$ cat src/rtl/shift_pkg.sv
// Shared types for the shift sequencer.
//   shift_op_t  : request opcode (none / logical left / logical right / arithmetic right)
//   seq_state_t : sequencer FSM states
package shift_pkg;

  typedef enum logic [1:0] {
    SH_NONE = 2'b00,
    SH_LSL  = 2'b01,
    SH_LSR  = 2'b10,
    SH_ASR  = 2'b11
  } shift_op_t;

  typedef enum logic [1:0] {
    IDLE  = 2'b00,
    SHIFT = 2'b01,
    DONE  = 2'b10
  } seq_state_t;

endpackage

$ cat src/rtl/shift_step.sv
// Combinational single-bit shift step.
// Ports:
//   acc_i     : current accumulator value
//   op_i      : shift operation
//   acc_o     : accumulator after one 1-bit step
//   out_bit_o : bit shifted out by this step (0 for SH_NONE)
module shift_step
  import shift_pkg::*;
#(
  parameter int unsigned WIDTH = 16
) (
  input  logic [WIDTH-1:0] acc_i,
  input  shift_op_t        op_i,
  output logic [WIDTH-1:0] acc_o,
  output logic             out_bit_o
);

  always_comb begin
    acc_o     = acc_i;
    out_bit_o = 1'b0;
    case (op_i)
      SH_LSL: begin
        acc_o     = {acc_i[WIDTH-2:0], 1'b0};
        out_bit_o = acc_i[WIDTH-1];
      end
      SH_LSR: begin
        acc_o     = {1'b0, acc_i[WIDTH-1:1]};
        out_bit_o = acc_i[0];
      end
      SH_ASR: begin
        acc_o     = {acc_i[WIDTH-1], acc_i[WIDTH-1:1]};
        out_bit_o = acc_i[0];
      end
      default: ;
    endcase
  end

endmodule

$ cat src/rtl/shift_sequencer.sv
// Multi-cycle shifter: accepts one request, shifts its operand one bit per
// cycle for req_amt cycles, then presents the result until consumed.
// Build option: define SHIFT_SEQ_CARRY_EN to add the carry_out output
// (last bit shifted out; 0 for bypass requests).
// Ports:
//   clk, rst_n                 : clock (rising edge), synchronous active-low reset
//   req_valid/req_ready        : request handshake
//   req_data, req_op, req_amt  : operand, opcode (00 none, 01 LSL, 10 LSR, 11 ASR), distance
//   rsp_valid/rsp_ready        : response handshake
//   rsp_data                   : result
//   busy                       : high whenever not IDLE
//   carry_out                  : (SHIFT_SEQ_CARRY_EN only) last shifted-out bit
module shift_sequencer
  import shift_pkg::*;
#(
  parameter int unsigned WIDTH = 16,
  parameter int unsigned AMT_W = 4
) (
  input  logic             clk,
  input  logic             rst_n,
  input  logic             req_valid,
  output logic             req_ready,
  input  logic [WIDTH-1:0] req_data,
  input  logic [1:0]       req_op,
  input  logic [AMT_W-1:0] req_amt,
  output logic             rsp_valid,
  input  logic             rsp_ready,
  output logic [WIDTH-1:0] rsp_data,
  output logic             busy
`ifdef SHIFT_SEQ_CARRY_EN
  ,
  output logic             carry_out
`endif
);

  seq_state_t       state_q, state_d;
  logic [WIDTH-1:0] acc_q, acc_d;
  logic [AMT_W-1:0] count_q, count_d;
  shift_op_t        op_q, op_d;
  logic [WIDTH-1:0] step_acc;
  shift_op_t        req_op_e;

`ifdef SHIFT_SEQ_CARRY_EN
  logic carry_q, carry_d;
  logic step_bit;
`else
  logic step_bit_unused;
`endif

  assign req_op_e = shift_op_t'(req_op);

  shift_step #(
    .WIDTH (WIDTH)
  ) u_step (
    .acc_i     (acc_q),
    .op_i      (op_q),
    .acc_o     (step_acc),
`ifdef SHIFT_SEQ_CARRY_EN
    .out_bit_o (step_bit)
`else
    .out_bit_o (step_bit_unused)
`endif
  );

  always_ff @(posedge clk) begin
    if (!rst_n) begin
      state_q <= IDLE;
      acc_q   <= '0;
      count_q <= '0;
      op_q    <= SH_NONE;
`ifdef SHIFT_SEQ_CARRY_EN
      carry_q <= 1'b0;
`endif
    end else begin
      state_q <= state_d;
      acc_q   <= acc_d;
      count_q <= count_d;
      op_q    <= op_d;
`ifdef SHIFT_SEQ_CARRY_EN
      carry_q <= carry_d;
`endif
    end
  end

  always_comb begin
    state_d   = state_q;
    acc_d     = acc_q;
    count_d   = count_q;
    op_d      = op_q;
`ifdef SHIFT_SEQ_CARRY_EN
    carry_d   = carry_q;
`endif
    req_ready = 1'b0;
    rsp_valid = 1'b0;
    busy      = 1'b1;

    case (state_q)
      IDLE: begin
        req_ready = 1'b1;
        busy      = 1'b0;
        if (req_valid) begin
          acc_d   = req_data;
          op_d    = req_op_e;
          count_d = req_amt;
`ifdef SHIFT_SEQ_CARRY_EN
          carry_d = 1'b0;
`endif
          // Zero-distance and no-op requests skip SHIFT entirely.
          state_d = (req_op_e == SH_NONE || req_amt == '0) ? DONE : SHIFT;
        end
      end
      SHIFT: begin
        acc_d   = step_acc;
        count_d = count_q - AMT_W'(1);
`ifdef SHIFT_SEQ_CARRY_EN
        carry_d = step_bit;
`endif
        // Exit on the 1->0 step so the maximum distance never wraps.
        if (count_q == AMT_W'(1)) begin
          state_d = DONE;
        end
      end
      DONE: begin
        rsp_valid = 1'b1;
        if (rsp_ready) begin
          state_d = IDLE;
        end
      end
      default: state_d = IDLE;
    endcase
  end

  assign rsp_data = acc_q;
`ifdef SHIFT_SEQ_CARRY_EN
  assign carry_out = carry_q;
`endif

endmodule

$ cat config.mk
export PLATFORM = sky130hd
export DESIGN_NAME = shift_sequencer
export DESIGN_NICKNAME = d
export VERILOG_FILES = /design/src/rtl/shift_pkg.sv /design/src/rtl/shift_step.sv /design/src/rtl/shift_sequencer.sv
export SDC_FILE = /design/constraint.sdc
export NUM_CORES = 1
export LEC_CHECK = 0
export ABC_CLOCK_PERIOD_IN_PS = 4100
export BUFFER_PORTS_ARGS = -buffer_cell sky130_fd_sc_hd__buf_2
export CAP_MARGIN = 5
export CORE_MARGIN = 2
export CORE_UTILIZATION = 55
export CTS_CLUSTER_SIZE = 40
export DETAILED_ROUTE_END_ITERATION = 8
export MAX_ROUTING_LAYER = met4
export PLACE_DENSITY = 0.94
export SLEW_MARGIN = 10
export SYNTH_ARGS = -nofsm -noshare
export SYNTH_HDL_FRONTEND = slang
export SYNTH_SLANG_ARGS = --single-unit
$ cat constraint.sdc
create_clock -name clk -period 4.1 [get_ports clk]
set_input_delay 0.41 -clock clk [delete_from_list [all_inputs] [get_ports clk]]
set_output_delay 0.41 -clock clk [all_outputs]
set_load 0.005 [all_outputs]
Word level (Yosys, flattened, before mapping) --
Index checks and enable logic that the tools add are counted.
Word-level totals: register bits after elaboration 24, output and inout port bits 19, word-level logic and storage cells 41
Cells by class: add/sub/neg operators 1, eq/ne operators 12, multiplexer cells 13, reduce and logical (&&, ||, !) cells 10
Operator list (count):
- 16-bit case mux with 3 select lines | 1
- 16-bit case mux with 2 select lines | 1
- 16-bit two-way mux | 1
- 2-bit two-way mux | 4
- 2-bit inequality test, second input constant | 4
- 4-bit case mux with 2 select lines | 1
- 2-bit equality test, second input constant | 3
- 2-bit case mux with 3 select lines | 1
- 3-bit AND reduction | 2
- 2-bit by 1-bit equality test with 1-bit output, second input constant | 2
- 4-bit by 1-bit equality test with 1-bit output, second input constant | 1
- 2-bit logical NOT | 2
- 4-bit logical NOT | 1
- 4-bit two-way mux | 1
- 4-bit by 1-bit inequality test with 1-bit output, second input constant | 1
- 2-bit AND reduction | 2
- 4-bit AND reduction | 1
- 4-bit by 1-bit subtractor with 4-bit output, second input constant | 1
- 1-bit two-way mux | 3
- 3-bit by 1-bit inequality test with 1-bit output, second input constant | 1
- 2-bit nonzero test | 1
- 1-bit logical OR | 1

Longest topological paths before layout --
word-level depth 5, gate-level depth with buffers 6, gate-level depth less buffers 5

By module --
Synthesis repeated with hierarchy kept, for this count alone.
Unflattened totals: cell total of the unflattened synthesis 199, area total of the unflattened synthesis 1631.6 µm²
Modules (own cells, without submodules):
- shift_sequencer | instances 1, cells an instance 145, area an instance 1277.5 µm², sequential area each 480.5 µm²
- shift_step | instances 1, cells an instance 54, area an instance 354.1 µm², sequential area each 0.0 µm²

Worst setup path before layout --
No wires, ideal clock.
kind reg-to-reg, start register op_q[0], end register acc_q[10], in the netlist rsp_data[10], library setup time 0.126 ns, arrival time 1.541 ns, setup slack 2.433 ns, stages on the path, launching flop included 7, path buffers 1, cells stage by stage dfxtp_1 inv_1 ha_1 or4b_1 buf_4 o221ai_1 o31ai_1
On the way: longest elaborated chain between the ends 3
Ends and longest elaborated chain:
- from (decl) | line shift_sequencer.sv:39 | shift_op_t op_q, op_d;
- from (signal assigned) | line shift_sequencer.sv:78 | op_q <= op_d;
- 2-bit equality test (tied with other cells) | line shift_step.sv:21 | case (op_i)
- 16-bit case mux with 3 select lines / 4-bit by 1-bit inequality test with 1-bit output (equally long branches)
- 16-bit case mux with 2 select lines / 3-bit AND reduction (equally long branches)
- to (signal assigned) | line shift_sequencer.sv:68 | acc_q <= '0;
- to (signal assigned) | line shift_sequencer.sv:76 | acc_q <= acc_d;
- to (decl) | line shift_sequencer.sv:37 | logic [WIDTH-1:0] acc_q, acc_d;
Parallel ways exist; a longest one is shown, timed or not. A chain may end at the register's enable or synchronous reset.

Final worst setup path --
start register state_q[0], end register acc_q[3], in the netlist rsp_data[3]
On the way: longest elaborated chain between the ends 3
Ends and longest elaborated chain:
- from (decl) | line shift_sequencer.sv:36 | seq_state_t state_q, state_d;
- from (signal assigned) | line shift_sequencer.sv:75 | state_q <= state_d;
- 2-bit by 1-bit equality test with 1-bit output / 2-bit logical NOT (equally long branches) | line shift_sequencer.sv:97 | case (state_q)
- 4-bit by 1-bit inequality test with 1-bit output (no line) (tied with other cells)
- 3-bit AND reduction (no line)
Parallel ways exist; a longest one is shown, timed or not.

==> metrics.md <==
| Metric | Value |
|---|---|
| Status | `complete, no violations` |
| #FFs+latches synth | `24` |
| Setup TNS | `0 ns` |
| Row cnt | `19` |
| Die Wd | `57.50 um` |
| Via Count | `1587` |
| Crit-path slowest cell | `nor2b_1` |
| Clock power frac | `0.143` |
| XOR/XNOR share of the synthesized area | `0` |
| Compound-Gate Fraction of Synth Area | `0.3752` |
| Crit Path Max Fanout | `19` |
| Layout cells sized above 1 | `0.2523` |
| Final nets | `253` |
| Drt wl/cell | `15.98 um` |
| WS Path Type | `reg2reg` |
| Max cap viols | `0` |
| Starting density of the core | `0.5757` |
| P_leak | `0.7229 nW` |
| Top cell type by total area after synthesis | `dfxtp_1` |
| Dominant synthesized flop cell | `dfxtp_1` |
| Bufs on Longest Clock Path | `2` |
| Worst vdd ir | `335.9 uV` |
| Area Growth Syn to Fin | `12.56%` |
| Worst setup SP type | `register` |
| PostCTS Resize Cnt | `0` |
| CP arrival | `2.48 ns` |
| PnR worst setup slack | `1.865 ns` |
| Largest family of logic cells by synthesized area | `compound AO/OA/AOI/OAI gates` |
| Clock Sink Count | `24` |
| Chip height | `57.50 um` |
| Initial antenna violation count | `0` |
| CTS Root Cell | `clkbuf_4` |
| Synthesized area | `0.001574 mm^2` |
| Setup violations, final | `0` |
| Antenna Cells | `0` |
| Top post-synthesis cells by area | `dfxtp_1 (31%), ha_1 (5.6%), a211oi_1 (5.2%), a21oi_1 (5.1%), o221ai_1 (4.5%)` |
| Syn Inst Count | `187` |
| HPWL Detailed | `2799 um` |
| Max Fclk | `447.4 MHz` |
| Delay-heaviest family, CP | `simple AND/OR/NAND/NOR gates` |
| Slowest stage delay, CP | `0.94 ns` |
| Fin crit period | `2.235 ns` |
| Hold Buf Count CTS | `0` |
| Proportion of netlist area held by the largest area contributor | `0.3052` |
| Skew final | `0.006345 ns` |
| Combinational Power Share | `0.398` |
| GRT Total Usage | `0.2518` |
| HP Class | `in2reg` |
| Power Density | `428.5 mW/mm^2` |
| H-tree depth | `1` |
| # port buffers | `44` |
| Data required, critical path | `4.34 ns` |
| Area share of and/or/nand/nor cells after synthesis | `0.1661` |
| Remaining DRCs | `0` |
| Clock-pin slew on the worst setup and hold paths | `0.14 ns` |
| CP bufs+invs | `0` |
| Synth warn | `0` |
| Pre-CTS setup slack | `1.963 ns` |
| Via density | `6.373` |
| Crit path capture type | `register` |
| Post-route insts no fill | `249` |
| First-pass GRT wire length | `6479 um` |
| Count leader, synth | `dfxtp_1` |
| Final Max Tran Viols | `0` |
| Distinct cell type count after synthesis | `41` |
| Post-CTS Setup Inserts | `0` |
| Worst Tran Pin Value | `1.106 ns` |
| Core box area | `0.002734 mm^2` |
| Relative slew margins | `0.2609` |
| Ys async rst share | `0` |
| Sw frac | `0.4090` |
| Syn_area_per_cell | `8.417 um^2` |
| Fin crit share | `0.5452` |
| Die area | `0.003306 mm^2` |
| DRT iter0 DRCs | `105` |
| Antenna-violating nets left | `0` |
| EDFF count, synth | `0` |
| Final WL | `3978 um` |
| RSZ-0062 raised after global routing | `false` |
| TritonCTS buffer count | `3` |
| Post-synthesis adder-cell area fraction | `0.05564` |
| Int Pwr | `448.7 uW` |
| Largest net degree at the start of global routing | `25` |
| CTS tree | `done` |
| Clock latency at the later pin of the worst-skew pair | `0.32 ns` |
| GPL Wtd Cong | `0.8380` |
| Post-synth top cells | `dfxtp_1 (24), a21oi_1 (16), a211oi_1 (11), nor2_1 (11)` |
| Syn Nets | `220` |
| Seq pwr share | `0.459` |
| Post-placement cell count | `246` |
| Drt first pass iters | `5` |
| Mux cell area share after synthesis | `0.02544` |
| IO Count | `45` |
| Sw power | `310.5 uW` |
| Total gr overflow | `0` |
| Register area share after synthesis | `0.3052` |
| Vias in the first global route | `1429` |
| CP Cell Sequence | `nor2b_1 -> nand3_1 -> a311oi_1` |
| Fill count | `226` |
| Hold Fails Final Rpt | `0` |
[registers in the layout, summed over array words and instances (netlist names)]
signal	count
state_q	2
rsp_data	16
op_q	2
count_q	4
[power groups by stage]
stage | logic (mW) | clock network [mW] | registers, mW
6_report | 0.302 | 0.108 | 0.349
5_1_grt | 0.334 | 0.113 | 0.359
4_1_cts | 0.300 | 0.104 | 0.347
3_5_place_dp | 0.299 | 0 | 0.352
3_3_place_gp | 0.292 | 0 | 0.351
2_1_floorplan | 0.232 | 0 | 0.329
[kinds of logic after synthesis]
family / Yosys count
AO/OA/AOI/OAI: 80
adder cells (fa/ha/maj): 7
buffers and inverters: 24
flip-flops: 24
multiplexers: 4
AND/OR/NAND/NOR: 48
[cells in the final DEF, fill, tap and decap left out, types with 6 or more instances in the layout]
master | synthesis | routed
a211oi_1 | 11 | 11
a21oi_1 | 16 | 16
buf_2 | 5 | 44
dfxtp_1 | 24 | 24
ha_1 | 7 | 7
inv_1 | 8 | 8
nand2_1 | 7 | 7
nor2_1 | 11 | 11
nor2b_1 | 6 | 6
o211ai_1 | 9 | 9
o221ai_1 | 8 | 8
o31ai_1 | 9 | 9
[tightest hold or removal path: cells and delay by family]
| family | cells | cell delay [ns] |
|---|---|---|
| multiplexers | 1 | 0.06 |
| buffers and inverters | 1 | 0.09 |
| AND/OR/NAND/NOR | 1 | 0.08 |
[routing by layer]
layer | part of all wire | global-route usage | up-vias
li1 | - | - | 785
met1 | 0.44 | 0.3343 | 730
met2 | 0.47 | 0.3864 | 66
met3 | 0.075 | 0.03855 | 6
met4 | 0.012 | 0.09302 | 0
met5 | 0 | - | -
[metrics by stage]
step / hold WS [ns] / area [um^2] / power, mW / utilization
3_3_place_gp: 0.5113 / 1749 / 0.6436 / 0.6398
6_report: 0.3444 / 1772 / 0.7592 / 0.6481
3_5_place_dp: 0.5234 / 1749 / 0.6510 / 0.6398
4_1_cts: 0.3498 / 1772 / 0.7507 / 0.6481
2_1_floorplan: 0.4905 / 1574 / 0.5619 / -
5_1_grt: 0.3574 / 1772 / 0.8058 / 0.6481
[cell type report]
class	instances	area, um^2	area share
inverters	8	30.03	0.01695
clock buffers	3	22.52	0.01271
repair buffers	44	220.2	0.1243
multi-input cells	139	979.7	0.5530
well taps	31	38.79	0.02189
flip-flops and latches	24	480.5	0.2712
[path summary, 6_finish.rpt]
path,start,endpoint,cells past startpoint,slack (ns)
setup / recovery,state_q[0],rsp_data[3],3,1.86
hold / removal,req_op[0],op_q[0],3,0.34
hold reg to reg,rsp_data[13],rsp_data[13],2,0.54
setup reg to reg,state_q[0],rsp_data[3],3,1.86
Power figures use the tool's default switching activity.
